## config.mk

```make
export PLATFORM = sky130hd
export DESIGN_NAME = pll_phase_step_ctrl
export DESIGN_NICKNAME = d
export VERILOG_FILES = /design/src/rtl/pll_phase_step_ctrl.sv
export SDC_FILE = /design/constraint.sdc
export NUM_CORES = 1
export LEC_CHECK = 0
export BUFFER_PORTS_ARGS = -buffer_cell sky130_fd_sc_hd__buf_2
export CORE_ASPECT_RATIO = 1.2
export CORE_UTILIZATION = 30
export CTS_BUF_LIST = sky130_fd_sc_hd__clkbuf_8
export CTS_CLUSTER_SIZE = 8
export DETAILED_ROUTE_END_ITERATION = 10
export GPL_TIMING_DRIVEN = 0
export SLEW_MARGIN = 20
export SYNTH_ARGS = -nofsm -noshare
export SYNTH_HDL_FRONTEND = slang
export SYNTH_SLANG_ARGS = --single-unit
export TNS_END_PERCENT = 10
```

## constraint.sdc

```tcl
create_clock -name clock -period 5 [get_ports clock]
set_clock_uncertainty 0.1 [all_clocks]
set_input_delay 0 -clock clock [delete_from_list [all_inputs] [get_ports clock]]
set_output_delay 0 -clock clock [all_outputs]
set_load 0.02 [all_outputs]
```

## src/rtl/pll_phase_step_ctrl.sv

```systemverilog
// Dynamic phase-step sequencer for the ECP5 EHXPLLL (PHASESEL/DIR/STEP/LOADREG).
// Define PLL_PHASE_TRACK_EN to add per-output phase position tracking (phase_pos, pos_clr).
module pll_phase_step_ctrl #(
  parameter int STEP_HOLD     = 4,
  parameter int SETUP_CYCLES  = 2,
  parameter int SETTLE_CYCLES = 16,
  parameter int LOCK_TIMEOUT  = 4096,
  parameter int CNT_W         = 8
) (
  input  logic             clock,
  input  logic             resetn,
  input  logic             req_valid,
  output logic             req_ready,
  input  logic [1:0]       req_sel,
  input  logic             req_dir,
  input  logic [CNT_W-1:0] req_count,
  input  logic             err_clr,
  input  logic             pll_locked,
  output logic [1:0]       phasesel,
  output logic             phasedir,
  output logic             phasestep,
  output logic             phaseloadreg,
  output logic             busy,
  output logic             done,
  output logic             error
`ifdef PLL_PHASE_TRACK_EN
  ,
  input  logic             pos_clr,
  output logic [3:0][7:0]  phase_pos
`endif
);

  // state     | meaning
  // IDLE      | waiting for a request
  // SETUP     | sel/dir stable before first PHASESTEP fall
  // STEP_LO   | PHASESTEP low
  // STEP_HI   | PHASESTEP high, step completes at end
  // SETTLE    | wait after last pulse
  // WAIT_LOCK | wait for lock, bounded by LOCK_TIMEOUT
  // DONE      | one-cycle completion
  typedef enum logic [2:0] {
    IDLE, SETUP, STEP_LO, STEP_HI, SETTLE, WAIT_LOCK, DONE
  } stateT;

  localparam int MAX_A   = (STEP_HOLD > SETUP_CYCLES) ? STEP_HOLD : SETUP_CYCLES;
  localparam int MAX_B   = (SETTLE_CYCLES > LOCK_TIMEOUT) ? SETTLE_CYCLES : LOCK_TIMEOUT;
  localparam int MAX_DUR = (MAX_A > MAX_B) ? MAX_A : MAX_B;
  localparam int TMR_W   = (MAX_DUR > 1) ? $clog2(MAX_DUR) : 1;

  stateT            state, stateNext;
  logic [TMR_W-1:0] timer, tmrLoad;
  logic [CNT_W-1:0] remain, remainNext;
  logic             lockMeta, lockS;
  logic             accept, tmrZero, setErr;

  always_ff @(posedge clock or negedge resetn) begin
    if (!resetn) begin
      lockMeta <= 1'b0;
      lockS    <= 1'b0;
    end else begin
      lockMeta <= pll_locked;
      lockS    <= lockMeta;
    end
  end

  assign req_ready    = (state == IDLE) && lockS && !error;
  assign accept       = req_valid && req_ready;
  assign tmrZero      = (timer == '0);
  assign phaseloadreg = 1'b1;

  always_comb begin
    stateNext  = state;
    remainNext = remain;
    setErr     = 1'b0;
    case (state)
      IDLE: begin
        if (accept) begin
          remainNext = req_count;
          stateNext  = (req_count == '0) ? DONE : SETUP;
        end
      end
      SETUP:   if (tmrZero) stateNext = STEP_LO;
      STEP_LO: if (tmrZero) stateNext = STEP_HI;
      STEP_HI: begin
        if (tmrZero) begin
          if (remain != '0) remainNext = remain - CNT_W'(1);
          stateNext = ((remainNext != '0) && lockS) ? STEP_LO : SETTLE;
        end
      end
      SETTLE:  if (tmrZero) stateNext = WAIT_LOCK;
      WAIT_LOCK: begin
        if (lockS) begin
          stateNext = DONE;
        end else if (tmrZero) begin
          setErr    = 1'b1;
          stateNext = IDLE;
        end
      end
      DONE:    stateNext = IDLE;
      default: stateNext = IDLE;
    endcase
  end

  // Timer is reloaded on every state entry with that state's dwell minus one.
  always_comb begin
    tmrLoad = '0;
    case (stateNext)
      SETUP:     tmrLoad = TMR_W'(SETUP_CYCLES - 1);
      STEP_LO:   tmrLoad = TMR_W'(STEP_HOLD - 1);
      STEP_HI:   tmrLoad = TMR_W'(STEP_HOLD - 1);
      SETTLE:    tmrLoad = TMR_W'(SETTLE_CYCLES - 1);
      WAIT_LOCK: tmrLoad = TMR_W'(LOCK_TIMEOUT - 1);
      default:   tmrLoad = '0;
    endcase
  end

  always_ff @(posedge clock or negedge resetn) begin
    if (!resetn) begin
      state     <= IDLE;
      timer     <= '0;
      remain    <= '0;
      phasesel  <= 2'd0;
      phasedir  <= 1'b1;
      phasestep <= 1'b1;
      busy      <= 1'b0;
      done      <= 1'b0;
      error     <= 1'b0;
    end else begin
      state  <= stateNext;
      remain <= remainNext;
      if (stateNext != state) timer <= tmrLoad;
      else if (!tmrZero)      timer <= timer - TMR_W'(1);
      if (accept) begin
        phasesel <= req_sel;
        phasedir <= req_dir;
      end
      // Outputs registered from the next state so they are glitch-free at the PLL pins.
      phasestep <= (stateNext != STEP_LO);
      busy      <= (stateNext != IDLE);
      done      <= (stateNext == DONE);
      if (setErr)                       error <= 1'b1;
      else if (state == IDLE && err_clr) error <= 1'b0;
    end
  end

`ifdef PLL_PHASE_TRACK_EN
  always_ff @(posedge clock or negedge resetn) begin
    if (!resetn) begin
      phase_pos <= '0;
    end else if (state == IDLE && pos_clr) begin
      phase_pos <= '0;
    end else if (state == STEP_HI && tmrZero) begin
      phase_pos[phasesel] <= phase_pos[phasesel] + (phasedir ? 8'd1 : 8'hFF);
    end
  end
`endif

endmodule

```

==> reports/metrics.json, run 1 <==
{
  "met2_length": {"value": 2360, "unit": "um"},
  "worstSetupStartpointType": {"value": "flip-flop"},
  "reg2reg_setup_slack": {"value": 1.90, "unit": "ns"},
  "top_routing_layer_in_use": {"value": "met4"},
  "synth_top_family_by_area": {"value": "simple AND/OR/NAND/NOR gates"},
  "max_slew_margin_vs_limit": {"value": 49.6, "unit": "%"},
  "arrival": {"value": 3.17, "unit": "ns"},
  "detail_route.drc_violations": {"value": 0},
  "routed-wl-met3": {"value": 134, "unit": "um"},
  "die_area": {"value": 6860, "unit": "um2"},
  "critPathMaxFanout": {"value": 10},
  "die_width": {"value": 75.8, "unit": "um"},
  "drt_iter0_drc": {"value": 63},
  "min_period_over_period": {"value": 62.1, "unit": "%"},
  "synth_enable_flop_cells": {"value": 0},
  "row_count": {"value": 31},
  "share_of_cells_above_drive_strength_1": {"value": 20.7, "unit": "%"},
  "cts_num_sinks": {"value": 32},
  "cts_bufs_inserted": {"value": 5},
  "antenna_found_initial": {"value": 0},
  "synth_warnings": {"value": 0},
  "worstMarginPinSlew": {"value": 0.757, "unit": "ns"},
  "report.final.setup_viol": {"value": 0},
  "global_route_usage_over_all_layers": {"value": 14.9, "unit": "%"},
  "total_standard_cell_area_after_synthesis": {"value": 1960, "unit": "um2"},
  "detail_route.wirelength": {"value": 4490, "unit": "um"},
  "min_path_cells": {"value": 5},
  "grt_start_max_net_pins": {"value": 33},
  "ctsRootBufferMaster": {"value": "clkbuf_8"},
  "power.density": {"value": 221, "unit": "nW/um2"},
  "worstSetupPathType": {"value": "reg2reg"},
  "synth_compound_gate_area_share": {"value": 20.9, "unit": "%"},
  "routedLengthMet1": {"value": 1960, "unit": "um"},
  "post_synth.cell_area_avg": {"value": 9.04, "unit": "um2"},
  "core_region_area": {"value": 6170, "unit": "um2"},
  "max_freq": {"value": 322, "unit": "MHz"},
  "stdcell_area": {"value": 2420, "unit": "um2"},
  "placedInstanceArea": {"value": 2180, "unit": "um2"},
  "holdCritPathClass": {"value": "in2reg"},
  "cp.required": {"value": 5.07, "unit": "ns"},
  "post_synth_fa_ha_maj_area_fraction": {"value": 1.28, "unit": "%"},
  "hpwlAfterDp": {"value": 3230, "unit": "um"},
  "place.port_buffers": {"value": 23},
  "sequential_share_of_the_synthesized_area": {"value": 41.0, "unit": "%"},
  "synthFlopType": {"value": "dfrtp_1"},
  "overflow": {"value": 0},
  "run_status": {"value": "completed"},
  "final_cell_mix": {"value": "dfrtp_1 (30), buf_2 (24), nand2_1 (21)"},
  "path_clk_slew": {"value": 0.07, "unit": "ns"},
  "synth.area.mux_share": {"value": 1.72, "unit": "%"},
  "grt_setup_unrepaired": {"value": "no"},
  "layout.cells.most_common": {"value": "dfrtp_1"},
  "ant_nets": {"value": 0},
  "synth-seq-cells": {"value": 32},
  "hold_path_startpoint": {"value": "req_count[1]"},
  "gp_routability_congestion": {"value": 0.831},
  "layout-area-overhead-vs-synth": {"value": 23.2, "unit": "%"},
  "clock_tree.htree_level_count": {"value": 2},
  "ios": {"value": 25},
  "dieHeight": {"value": 90.6, "unit": "um"},
  "source_of_the_worst_register_to_register_timing_path": {"value": "timer[0]"},
  "post_synth_net_total": {"value": 235},
  "grt_first_pass_wirelength": {"value": 7910, "unit": "um"},
  "fin_setup_tns": {"value": 0, "unit": "ns"},
  "worst-r2r-cell-count": {"value": 12},
  "synthXorXnorAreaFrac": {"value": 4.02, "unit": "%"},
  "cts_buffer_depth": {"value": 2},
  "hold_ep": {"value": "remain[1]"},
  "first_global_vias": {"value": 1692},
  "timing.final.crit_period": {"value": 3.10, "unit": "ns"},
  "worst_setup_path_end_kind": {"value": "flip-flop"},
  "regToRegEndpoint": {"value": "timer[1]"},
  "distinct_cell_type_count_after_synthesis": {"value": 56},
  "wl_per_cell": {"value": 13.1, "unit": "um"},
  "vias": {"value": 1707},
  "nNetsFinal": {"value": 278},
  "p_leak": {"value": 0.00106, "unit": "uW"},
  "vdd_drop_max": {"value": 110, "unit": "uV"},
  "max_cap_viol_count": {"value": 0},
  "diodes_inserted": {"value": 0},
  "finalHoldViolations": {"value": 0},
  "postSynth.asyncResetShare": {"value": 100, "unit": "%"},
  "worstSkewPairLatency": {"value": 0.28, "unit": "ns"},
  "effective_utilization_at_floorplan": {"value": 31.8, "unit": "%"},
  "finalMaxSlewViolations": {"value": 0},
  "drt-vias-per-instance": {"value": 4.98},
  "synthesized_area_fraction_occupied_by_and_or_nand_nor_cells": {"value": 24.3, "unit": "%"},
  "tritoncts": {"value": "yes"},
  "post_synthesis_instance_total": {"value": 217},
  "drtPass1Iterations": {"value": 4}
}
==> critical path, stage by stage (launching register included) <==
cell and delay, ns:
dfrtp_1 0.43, inv_1 0.08, ha_1 0.19, or4b_1 0.43, clkbuf_1 0.23, or4_4 0.46
buf_6 0.15, nand2_2 0.07, a21oi_2 0.06, o311a_4 0.34, buf_6 0.15, a211oi_1 0.21
a21oi_1 0.07
==> layer usage <==
metal  vias up  track usage (%)
met5         -                0
met2        33             25.4
li1        855                -
met3         6             3.46
met4         0             3.24
met1       813             18.6
==> synthesized netlist by cell type (all sizes together) (2+ instances only) <==
library cell,count,area (um2)
dfrtp,30,751
nand2,22,85.1
nand3,3,20.0
or3,2,12.5
nor2b,2,12.5
a32oi,4,35.0
nand2b,2,12.5
mux2,3,33.8
a211o,2,17.5
o21ai,21,105
or4,2,22.5
nor2,20,75.1
a211oi,2,15.0
a21oi,15,78.8
or2,2,12.5
inv,10,37.5
o31ai,2,15.0
nand3b,2,15.0
o21bai,2,15.0
xnor2,6,52.6
dfstp,2,52.6
a22oi,2,15.0
nor3,8,40.0
a31oi,3,18.8
and2,6,37.5
clkbuf,9,33.8
buf,6,57.6
xor2,3,26.3
ha,2,25.0
nor3b,2,20.0
nor4,4,46.3
==> through the flow <==
stage               setup slack (ns)  instances  hold slack [ns]  total power, uW  utilization (%)
floorplan                       2.15        217           -0.396              271                -
global placement                1.93        322          0.00957              284             35.3
detailed placement              1.90        322           0.0149              284             35.3
CTS                             1.87        343           0.0161              540             39.2
global route                    1.69        343           0.0892              555             39.2
finish                          1.90        343           0.0257              533             39.2
==> state kept, by name (all words and copies together), names as in the netlist <==
signal,cells
busy,1
phasesel,2
phasestep,1
timer,12
error,1
lockS,1
state,3
done,1
phasedir,1
lockMeta,1
remain,8
==> worst max-delay path by stage <==
| stage | from | endpoint | slack [ns] | cells after the start |
|---|---|---|---|---|
| after floorplan | timer[0] | timer[1] | 2.15 | 12 |
| after global placement | timer[0] | timer[0] | 1.93 | 11 |
| after detailed placement | timer[0] | timer[1] | 1.90 | 12 |
| after CTS | timer[0] | timer[1] | 1.87 | 12 |
| after global routing | timer[0] | remain[6] | 1.69 | 11 |
| final | timer[0] | timer[1] | 1.90 | 12 |
==> layout make-up <==
type,instances,area [um2]
fill,640,3750
multi-input combinational,160,1030
sequential,32,803
timing repair buffer,36,245
tap,82,103
buffer,15,91.3
clock buffer,5,68.8
clock inverter,3,38.8
inverter,10,37.5
==> report_power, final <==
part | switching [uW] | internal, uW | total (uW)
registers | 0.598 | 260 | 260
clock network | 100 | 146 | 246
logic | 12.4 | 13.9 | 26.3
total | 113 | 419 | 533
==> cells by family after synthesis <==
family | count (synthesis)
mux | 3
simple gates | 83
fa+ha+maj | 2
compound gates | 62
flops | 32
buf+inv | 25
other cells | 1
xor+xnor | 9
==> timing repair <==
action                                 4_1_cts  5_1_grt
buffers inserted                             0        0
hold buffers                                13        0
resized for setup                            0        0
endpoints found under the hold margin       42        0
Note: power is estimated with default switching activity, not from simulation.
==> run 2, diff against run 1 <==
clock period = 2.5 ns   (was 5 ns; I/O delays follow)
==> run 2 against run 1 <==
Compared with the run above:
- power grew 78%
- utilization rose by 1.8 points
- combinational power rose by 100%
- largest cell class unchanged
- non-clock buffer count is 9 higher
- via count grew 2.3%
- the flow now finishes with violations (setup timing)
- global-route usage is 0.80 points lower
- sequential share of layout area shrank 1.5 points
- highest routed layer unchanged
==> reports/metrics.json, run 2 (same netlist as run 1, synthesis figures left out) <==
{
  "dieHeight": {"value": 90.6, "unit": "um"},
  "ios": {"value": 25},
  "cts_num_sinks": {"value": 32},
  "fill_cells": {"value": 594},
  "holdCritPathClass": {"value": "in2reg"},
  "detail_route.wirelength": {"value": 4470, "unit": "um"},
  "run_status": {"value": "finished, violations left"},
  "worst_setup_path_end_kind": {"value": "flip-flop"},
  "ant_nets": {"value": 0},
  "wl_per_cell": {"value": 12.7, "unit": "um"},
  "detail_route.drc_violations": {"value": 0},
  "fin_ws": {"value": -0.279, "unit": "ns"},
  "die_area": {"value": 6860, "unit": "um2"},
  "row_count": {"value": 31},
  "pre_cts_setup_slack": {"value": -0.431, "unit": "ns"},
  "path_clk_slew": {"value": 0.06, "unit": "ns"},
  "cts_bufs_inserted": {"value": 5},
  "largest_registers": {"value": "timer x12, remain x8, state x3"},
  "total_power": {"value": 948, "unit": "uW"},
  "top_register": {"value": "timer"},
  "largest_register_ffs": {"value": 12},
  "dp_cell_count": {"value": 322},
  "cp.required": {"value": 2.61, "unit": "ns"},
  "max_cap_viol_count": {"value": 0},
  "hpwlAfterDp": {"value": 3150, "unit": "um"},
  "vdd_drop_max": {"value": 254, "unit": "uV"},
  "place.port_buffers": {"value": 23},
  "source_of_the_worst_register_to_register_timing_path": {"value": "timer[1]"},
  "final_cell_mix": {"value": "dfrtp_1 (30), buf_2 (25), nand2_1 (21)"},
  "multiInputGateArea": {"value": 1060, "unit": "um2"},
  "vias": {"value": 1746},
  "antenna_found_initial": {"value": 0},
  "worstMarginPinSlew": {"value": 0.718, "unit": "ns"},
  "power.density": {"value": 375, "unit": "nW/um2"},
  "global_route_usage_over_all_layers": {"value": 14.1, "unit": "%"},
  "worstSkewPairLatency": {"value": 0.28, "unit": "ns"},
  "drt-vias-per-instance": {"value": 4.96},
  "worstSetupStartpointType": {"value": "flip-flop"},
  "nNetsFinal": {"value": 287},
  "grt_setup_unrepaired": {"value": "yes"},
  "finish.cell_count_without_fillers": {"value": 352},
  "seq_area": {"value": 803, "unit": "um2"},
  "die_width": {"value": 75.8, "unit": "um"},
  "core_region_area": {"value": 6170, "unit": "um2"},
  "min_period_over_period": {"value": 111, "unit": "%"},
  "arrival": {"value": 2.89, "unit": "ns"},
  "finalMaxSlewViolations": {"value": 0},
  "report.final.setup_viol": {"value": 23},
  "first_global_vias": {"value": 1659},
  "diodes_inserted": {"value": 0},
  "regToRegEndpoint": {"value": "timer[2]"},
  "grt_start_max_net_pins": {"value": 33},
  "grt_first_pass_wirelength": {"value": 7470, "unit": "um"},
  "hold_ep": {"value": "remain[1]"},
  "worst-r2r-cell-count": {"value": 11},
  "max_freq": {"value": 360, "unit": "MHz"},
  "drtPass1Iterations": {"value": 4},
  "layout-area-overhead-vs-synth": {"value": 29.0, "unit": "%"},
  "fin_setup_tns": {"value": -3.37, "unit": "ns"},
  "timing.final.crit_period": {"value": 2.78, "unit": "ns"},
  "effective_utilization_at_floorplan": {"value": 31.8, "unit": "%"},
  "clock_tree.htree_level_count": {"value": 2},
  "failing_checks": {"value": "setup timing"},
  "overflow": {"value": 0},
  "finalHoldViolations": {"value": 0},
  "ctsRootBufferMaster": {"value": "clkbuf_8"},
  "cts_buffer_depth": {"value": 2},
  "critPathMaxFanout": {"value": 7},
  "hold_path_startpoint": {"value": "req_count[1]"},
  "min_path_cells": {"value": 5},
  "reg2reg_setup_slack": {"value": -0.28, "unit": "ns"},
  "share_of_cells_above_drive_strength_1": {"value": 27.0, "unit": "%"},
  "gp_routability_congestion": {"value": 0.841},
  "worstSetupPathType": {"value": "reg2reg"},
  "p_leak": {"value": 0.00113, "unit": "uW"},
  "tritoncts": {"value": "yes"},
  "max_slew_margin_vs_limit": {"value": 52.2, "unit": "%"},
  "layout.cells.most_common": {"value": "dfrtp_1"},
  "drt_iter0_drc": {"value": 93}
}
run 2: critical path: stages (launching register included):
cell	delay, ns
dfrtp_1	0.38
inv_1	0.06
ha_2	0.16
or4b_4	0.48
buf_4	0.17
nor4_4	0.23
buf_4	0.19
nor3b_2	0.07
o311a_4	0.44
buf_8	0.14
nand3b_1	0.18
o21ai_1	0.11
run 2: stage by stage:
stage                     hold WS, ns  utilization [%]  cell area (um2)
final                          0.0343             41.0             2530
after global routing           0.0943             41.0             2530
after CTS                      0.0326             40.3             2490
after detailed placement     -0.00444             35.6             2200
after global placement        0.00205             35.6             2200
after floorplan                -0.396                -             1980
run 2: per-layer routing:
layer  up-vias  track usage, %  wire length (um)
li1        881               -                 -
met1       823            17.0              1940
met2        35            24.1              2320
met3         7            3.01               150
met4         0            4.48                60
met5         -               0                 0
run 2: cell type report:
class,count,share of cell area (%)
inverter,10,1.48
multi-input combinational,160,42.1
buffer,12,3.12
clock buffer,5,2.72
sequential,32,31.8
tap,82,4.06
timing repair buffer,48,14.3
clock inverter,3,0.495
run 2: how the worst max path moves through the flow:
stage	startpoint	endpoint	slack, ns	cells after the start
after global routing	timer[0]	timer[3]	-0.38	11
after detailed placement	timer[0]	timer[0]	-0.43	11
after floorplan	timer[0]	timer[1]	-0.30	12
after global placement	timer[0]	timer[0]	-0.44	11
final	timer[1]	timer[2]	-0.28	11
after CTS	timer[0]	timer[3]	-0.32	11
run 2: where the power goes:
| part | internal (uW) | switching [uW] | leakage (uW) |
|---|---|---|---|
| combinational | 27.9 | 24.6 | 0.000690 |
| sequential | 520 | 1.18 | 0.000393 |
| clock | 187 | 188 | 0.0000505 |
run 2: what timing repair did:
action / in CTS / in global routing
gates cloned: 1 / 0
resized for setup: 4 / 8
hold buffers: 13 / 0
endpoints found under the hold margin: 42 / 0
pin swaps: 6 / 5
endpoints found under the setup margin: 25 / 25
setup buffers: 6 / 5
